`config.mk`:
```
export PLATFORM = sky130hd
export DESIGN_NAME = frame_config_sequencer
export DESIGN_NICKNAME = d
export VERILOG_FILES = /design/src/rtl/frame_config_sequencer.sv
export SDC_FILE = /design/constraint.sdc
export NUM_CORES = 1
export LEC_CHECK = 0
export ABC_AREA = 0
export CORE_UTILIZATION = 29
export CTS_BUF_LIST = sky130_fd_sc_hd__clkbuf_16
export CTS_CLUSTER_DIAMETER = 30
export DETAILED_ROUTE_END_ITERATION = 10
export GPL_ROUTABILITY_DRIVEN = 0
export GPL_TIMING_DRIVEN = 0
export PLACE_DENSITY = 0.51
export SKIP_LAST_GASP = 1
export SYNTH_ARGS = -nofsm -noshare
export SYNTH_HDL_FRONTEND = slang
export SYNTH_SLANG_ARGS = --single-unit
```
`constraint.sdc`:
```
create_clock -name clock -period 1.95 [get_ports clock]
set_clock_uncertainty 0.2 [all_clocks]
set_input_delay 0.39 -clock clock [delete_from_list [all_inputs] [get_ports clock]]
set_output_delay 0.39 -clock clock [all_outputs]
set_load 0.01 [all_outputs]
```
`src/rtl/frame_config_sequencer.sv`:
```
// frame_config_sequencer
// Debounces the raw mode switches and applies a new filter-chain configuration
// only at a frame-start request: the pipeline is drained, flushed for a fixed
// number of cycles, and only then is the start request passed to the image
// source. With no pending change the start request passes straight through.
module frame_config_sequencer #(
    parameter int                 CFG_W         = 5,
    parameter logic [CFG_W-1:0]   CFG_INIT      = {CFG_W{1'b0}},
    parameter int                 STABLE_CYCLES = 16,
    parameter int                 FLUSH_CYCLES  = 4,
    parameter int                 DRAIN_TIMEOUT = 1024
) (
    input  logic              clock,
    input  logic              reset,
    input  logic [CFG_W-1:0]  cfg_raw,
    input  logic              start_in,
    output logic              start_ack_out,
    output logic              start_out,
    input  logic              start_ack_in,
    input  logic              pipe_idle,
    output logic [CFG_W-1:0]  cfg,
    output logic              flush,
    output logic [7:0]        change_count,
    output logic              drain_timeout
);

    // Counter widths; each counter only has to reach its "last" value.
    localparam int ST_W  = (STABLE_CYCLES > 2) ? $clog2(STABLE_CYCLES) : 1;
    localparam int FL_W  = (FLUSH_CYCLES  > 1) ? $clog2(FLUSH_CYCLES)  : 1;
    localparam int TMO_W = (DRAIN_TIMEOUT > 1) ? $clog2(DRAIN_TIMEOUT) : 1;

    localparam logic [ST_W-1:0]  STABLE_LAST = ST_W'(STABLE_CYCLES - 1);
    localparam logic [FL_W-1:0]  FLUSH_LAST  = FL_W'(FLUSH_CYCLES - 1);
    localparam logic [TMO_W-1:0] TMO_LAST    = TMO_W'(DRAIN_TIMEOUT - 1);

    typedef enum logic [1:0] {
        ST_IDLE  = 2'd0,
        ST_DRAIN = 2'd1,
        ST_FLUSH = 2'd2,
        ST_PASS  = 2'd3
    } state_t;

    // Debounce path
    logic [CFG_W-1:0] sync1_r;
    logic [CFG_W-1:0] sync2_r;        // cfg_sync
    logic [ST_W-1:0]  stab_cnt_r;
    logic [CFG_W-1:0] stable_cfg_r;

    // Sequencer state
    state_t           state_r;
    logic [CFG_W-1:0] target_cfg_r;   // stable_cfg captured at the IDLE decision
    logic [CFG_W-1:0] cfg_r;
    logic             flush_r;
    logic [7:0]       change_count_r;
    logic             drain_timeout_r;
    logic [FL_W-1:0]  flush_cnt_r;
    logic [TMO_W-1:0] tmo_cnt_r;

    logic             pass_s;

    // Synchronize the switches and accept a value only after it has held still.
    // sync1 != sync2 means cfg_sync is changing on this edge, so the run
    // counter restarts together with the new cfg_sync value; this gives the
    // 2 + STABLE_CYCLES latency from a switch change to stable_cfg.
    always_ff @(posedge clock or posedge reset) begin
        if (reset) begin
            sync1_r      <= CFG_INIT;
            sync2_r      <= CFG_INIT;
            stab_cnt_r   <= {ST_W{1'b0}};
            stable_cfg_r <= CFG_INIT;
        end else begin
            sync1_r <= cfg_raw;
            sync2_r <= sync1_r;
            if (sync1_r != sync2_r) begin
                stab_cnt_r <= {ST_W{1'b0}};
            end else if (stab_cnt_r != STABLE_LAST) begin
                stab_cnt_r <= stab_cnt_r + ST_W'(1);
            end else begin
                stab_cnt_r <= stab_cnt_r;
            end
            if (stab_cnt_r == STABLE_LAST) begin
                stable_cfg_r <= sync2_r;
            end else begin
                stable_cfg_r <= stable_cfg_r;
            end
        end
    end

    // Frame sequencer: decide at start, drain, flush, then pass the handshake.
    always_ff @(posedge clock or posedge reset) begin
        if (reset) begin
            state_r         <= ST_IDLE;
            target_cfg_r    <= CFG_INIT;
            cfg_r           <= CFG_INIT;
            flush_r         <= 1'b0;
            change_count_r  <= 8'd0;
            drain_timeout_r <= 1'b0;
            flush_cnt_r     <= {FL_W{1'b0}};
            tmo_cnt_r       <= {TMO_W{1'b0}};
        end else begin
            case (state_r)
                ST_IDLE: begin
                    flush_r <= 1'b0;
                    if (start_in) begin
                        if (stable_cfg_r != cfg_r) begin
                            // Later switch movement is ignored until the next decision.
                            target_cfg_r <= stable_cfg_r;
                            tmo_cnt_r    <= {TMO_W{1'b0}};
                            state_r      <= ST_DRAIN;
                        end else begin
                            state_r <= ST_PASS;
                        end
                    end else begin
                        state_r <= ST_IDLE;
                    end
                end
                ST_DRAIN: begin
                    if (pipe_idle || (tmo_cnt_r == TMO_LAST)) begin
                        if (!pipe_idle) begin
                            drain_timeout_r <= 1'b1;
                        end else begin
                            drain_timeout_r <= drain_timeout_r;
                        end
                        // cfg and flush change together on FLUSH entry.
                        cfg_r          <= target_cfg_r;
                        change_count_r <= change_count_r + 8'd1;
                        flush_cnt_r    <= {FL_W{1'b0}};
                        flush_r        <= 1'b1;
                        state_r        <= ST_FLUSH;
                    end else begin
                        tmo_cnt_r <= tmo_cnt_r + TMO_W'(1);
                        state_r   <= ST_DRAIN;
                    end
                end
                ST_FLUSH: begin
                    if (flush_cnt_r == FLUSH_LAST) begin
                        // flush drops on the edge PASS is entered.
                        flush_r <= 1'b0;
                        state_r <= ST_PASS;
                    end else begin
                        flush_cnt_r <= flush_cnt_r + FL_W'(1);
                        flush_r     <= 1'b1;
                        state_r     <= ST_FLUSH;
                    end
                end
                ST_PASS: begin
                    flush_r <= 1'b0;
                    if (!start_in) begin
                        state_r <= ST_IDLE;
                    end else begin
                        state_r <= ST_PASS;
                    end
                end
                default: begin
                    flush_r <= 1'b0;
                    state_r <= ST_IDLE;
                end
            endcase
        end
    end

    // The handshake passes through combinationally, gated by the registered state.
    assign pass_s        = (state_r == ST_PASS);
    assign start_out     = pass_s & start_in;
    assign start_ack_out = pass_s & start_ack_in;

    assign cfg           = cfg_r;
    assign flush         = flush_r;
    assign change_count  = change_count_r;
    assign drain_timeout = drain_timeout_r;

endmodule
```
## Word-level counts from Yosys, hierarchy flattened

Cells that the tools add are included.

- Flip-flop bits (word level): 53
- Input bits: 10
- Output and inout port bits: 17

- Add/sub/neg operators: 4
- Equal/unequal tests: 14
- Mux-type cells: 18
- Bitwise gates (word level): 3
- Reduce and logical (&&, ||, !) cells: 11

Operators by type and width:

| operator | count |
|---|---|
| $mux W10 | 3 |
| $pmux W10 S2 | 1 |
| $mux W2 | 6 |
| $add A10 B1 Y10 const B | 1 |
| $eq A10 B10 Y1 const B | 1 |
| $ne A2 B2 Y1 const B | 5 |
| $ne A5 B5 Y1 | 2 |
| $reduce_and A3 Y1 | 3 |
| $add A8 B1 Y8 const B | 1 |
| $mux W4 | 2 |
| $pmux W2 S4 | 1 |
| $eq A2 B2 Y1 const B | 3 |
| $reduce_bool A2 Y1 | 3 |
| $add A4 B1 Y4 const B | 1 |
| $eq A4 B4 Y1 const B | 1 |
| $ne A4 B4 Y1 const B | 1 |
| $pmux W2 S2 | 1 |
| $reduce_and A4 Y1 | 1 |
| $mux W1 | 3 |
| $pmux W1 S3 | 1 |
| $add A2 B1 Y2 const B | 1 |
| $and A1 B1 Y1 | 2 |
| $eq A2 B1 Y1 const B | 1 |
| $logic_not A2 Y1 | 1 |
| 4 further kinds | 4 |

## Logic depth before layout (Yosys ltp)

- Depth in word-level cells: 4
- Mapped depth: 8
- Depth with buffers taken out: 7

## Least setup slack after synthesis

No wires, ideal clock.

- Path type: register to register
- From: reg tmo_cnt_r[0]
- To: reg tmo_cnt_r[2]
- Library setup time: 0.128 ns
- Arrival: 1.597 ns
- Slack: 0.025 ns
- Stages on the path, launching flop included: 8
- Clock period less this slack: 1.925 ns
- Cells stage by stage: dfrtp_1 > ha_1 > and3_1 > a41oi_4 > buf_2 > a21oi_1 > o21ai_0 > o31ai_1

- Longest elaborated chain between the ends: 4
- Elaborated cells between the ends (all ways): 7
- Those cells by class: add/sub (1); eq/ne (2); mux (2); reduce/logical (2)

RTL lines:

| what | line | source |
|---|---|---|
| start, declared | 57 | `logic [TMO_W-1:0] tmo_cnt_r;` |
| start signal, assigned | 99 | `tmo_cnt_r <= {TMO_W{1'b0}};` |
| start signal, assigned | 108 | `tmo_cnt_r <= {TMO_W{1'b0}};` |
| start signal, assigned | 131 | `tmo_cnt_r <= tmo_cnt_r + TMO_W'(1);` |
| parallel branches: the longest is 4 deep, another holds $add A10 B1 Y10 | - |  |

Several ways; the timed one is not identified. The select of a mux whose other input is x is not followed.
A chain may end at the register's enable or synchronous reset.

## Worst setup path in the final report

- From: reg tmo_cnt_r[0]
- To: reg cfg_r[1], in the netlist cfg[1]

- Longest elaborated chain between the ends: 3

RTL lines:

| what | line | source |
|---|---|---|
| $eq A10 B10 Y1 | 118 | `if (pipe_idle \|\| (tmo_cnt_r == TMO_LAST)) begin` |
| $logic_or A1 B1 Y1 | 118 |  |
| $reduce_and A2 Y1 (no line) | - |  |
| end signal, assigned | 125 | `cfg_r <= target_cfg_r;` |
| end, declared | 52 | `logic [CFG_W-1:0] cfg_r;` |

Every way passes these cells.

==> run summary <==
status -> finished, violations left
failing checks -> setup timing
Core ar. -> 8300 um^2
final hold vios -> 0
Max Clock Freq -> 501 MHz
met3 wire length -> 153 um
starting density of the core -> 30.2%
Yosys cell types -> 45
leading area contributor after synthesis -> dfrtp_1
metal1 wirelength -> 2.32 mm
mux contribution to synthesized area -> 5.74%
final period utilization -> 102%
Simple-Gate Fraction of Synth Area -> 15.6%
Cell Area, Synth -> 2510 um^2
nets@finish -> 293
ant diodes -> 0
Highest Signal Layer -> met4
Min Clock Period, post-route -> 2.00 ns
vias in the first global route -> 1798
H-tree levels -> 2
critical path type -> reg -> reg
first-pass GRT wire length -> 8.22 mm
CP max FO -> 7
Worst-Margin Slew -> 0.378 ns
commonest non-fill, non-tap cells in the layout -> 52 x dfrtp_1, 24 x nand2_1, 23 x clkdlybuf4s50_1, 11 x xnor2_1, 11 x mux2_2
All-Layer GR Usage -> 11.9%
Critical Path End Type -> register
Vias/cell -> 4.88
worst hold margin -> 0.190 ns
final wirelength -> 5.08 mm
met2 routed WL -> 2.55 mm
Bufs on Longest Clock Path -> 2
Compound-Gate Fraction of Synth Area -> 11.7%
CTS tree -> done
synthesis-to-finish area growth -> 33.9%
Hold Path Class -> in -> async
Post-Syn Nets -> 247
Peak VDD IR -> 0.377 mV
DRT antenna net count -> 0
share of cells above drive strength 1 -> 27.7%
Worst-path clk slew -> 0.07 ns
relative slew slack -> 74.7%
Clock Sinks -> 53
DP HPWL -> 3.50 mm
Mean Syn Cell Area -> 11.0 um^2
Post-synth EDFFs -> 0
IO buf count -> 26
top_reg_cell synth -> dfrtp_1
endpoints failing setup -> 17
DRC Markers -> 0
Cells after Synth -> 228
Ports -> 27
die height -> 95.0 um
clock root buffer -> clkbuf_16
Die ar. -> 9020 um^2
CP Launch Type -> register
Overflow after GRT -> 0
Power Density -> 1050 nW/um^2
Critical Path AT -> 2.03 ns
Slew Limit Fails -> 0
setup ws final -> -0.0468 ns
max-cap violation count -> 0
Synthesis Warnings -> 0
FP Rows -> 33
top post-synthesis cells by area -> dfrtp_1 53%, mux2_2 4.9%, nand2_1 4.6%
#FFs+latches synth -> 53
most common cell after layout, fill and taps aside -> dfrtp_1
initial antenna violation count -> 0
initial DRC count -> 78
Finished Layout Cells -> 379
Skew-Pair Late Insertion Delay -> 0.29 ns
largest net degree at the start of global routing -> 40
Synth async-reset ratio -> 100%
drt wl/cell -> 13.4 um
dpl cells -> 360
Die X -> 95.0 um
register area share after synthesis -> 52.9%
CTS Hold Bufs -> 0
drt pass-1 iters -> 4
Adder-Cell Fraction of Synth Area -> 4.49%
XOR/XNOR Fraction of Synth Area -> 6.29%
Vias -> 1848
total leakage power -> 1.51 nW
CTS buffer count -> 5
Yosys top cell area share -> 52.9%
RSZ-0062 raised after global routing -> true
largest family of logic cells by synthesized area -> simple AND/OR/NAND/NOR gates
Critical Path RT -> 1.98 ns
kinds of logic after synthesis:
family,count (synthesis)
AO/OA/AOI/OAI,41
XOR/XNOR,18
adder cells (fa/ha/maj),9
buffers and inverters,18
flip-flops,53
multiplexers,13
AND/OR/NAND/NOR,76
synthesized netlist by cell type, drive strengths merged (2+ instances only):
cell	number
mux2	11
a41oi	4
o21ai	11
a21oi	5
nand3	7
mux2i	2
dfrtp	53
nand2b	2
xor2	6
clkbuf	3
nor3	5
and3	4
o21a	2
a31oi	3
nor2	12
buf	5
inv	9
ha	9
and2	2
nand4	6
o31ai	8
nand2	31
xnor2	12
metal layers:
layer | vias to the layer above | global-route usage, %
li1 | 901 | -
met1 | 911 | 14.1
met2 | 31 | 20.8
met3 | 5 | 2.74
met4 | 0 | 4.42
met5 | - | 0
cell type report:
| type | instances | area, um^2 |
|---|---|---|
| inverters | 10 | 42.5 |
| multi-input cells | 157 | 1230 |
| clock buffers | 5 | 125 |
| plain buffers | 7 | 68.8 |
| repair buffers | 40 | 414 |
| flip-flops and latches | 53 | 1330 |
| clock inverters | 2 | 11.3 |
| fillers | 810 | 4940 |
| well taps | 105 | 131 |
sequential cells by signal (all words and copies together) (netlist names), 2 cells and up:
signal and cells:
target_cfg_r 5, state_r 2, flush_cnt_r 2, change_count 8
sync2_r 5, stable_cfg_r 5, tmo_cnt_r 10, cfg 5
sync1_r 5, stab_cnt_r 4
report_power, final:
group,switching (mW),internal (mW)
Combinational,0.687,0.644
Sequential,0.130,1.23
Clock,0.374,0.464
Total,1.19,2.33
path summary, 6_finish.rpt:
path | startpoint | to | slack (ns) | cells after the start
worst min-delay path | reset | change_count[6] | 0.19 | 2
worst max-delay path | tmo_cnt_r[0] | cfg[1] | -0.05 | 8
worst min register to register | sync1_r[4] | sync2_r[4] | 0.19 | 0
max in group asynchronous | reset | sync1_r[2] | 0.86 | 3
min in group clock | sync1_r[4] | sync2_r[4] | 0.19 | 0
worst max register to register | tmo_cnt_r[0] | cfg[1] | -0.05 | 8
timing repair:
item	in CTS	in global routing
cloned	0	1
endpoints found under the setup margin	30	33
pin swaps	1	12
buffers inserted	4	8
gates resized for setup	14	47
critical path, stage by stage (launching register included):
cell and delay (ns):
dfrtp_1 0.42, ha_4 0.19, and3_4 0.18, a41oi_4 0.35, nand2b_4 0.23, buf_8 0.12, buf_12 0.13, nand2_4 0.05
nand2_2 0.07
metrics by stage:
stage	power (mW)	util, %	instance area [um^2]	setup TNS [ns]	worst slack, ns
4_1_cts	3.34	37.6	3120	-0.156	-0.0355
3_3_place_gp	2.37	34.9	2900	-61.05	-1.05
6_report	3.52	40.4	3360	-0.431	-0.0468
5_1_grt	3.73	40.4	3360	-1.71	-0.102
2_1_floorplan	2.03	-	2510	0	0.0245
3_5_place_dp	2.40	35.2	2920	-6.06	-0.347
No activity file was read; power rests on OpenSTA's default activity.
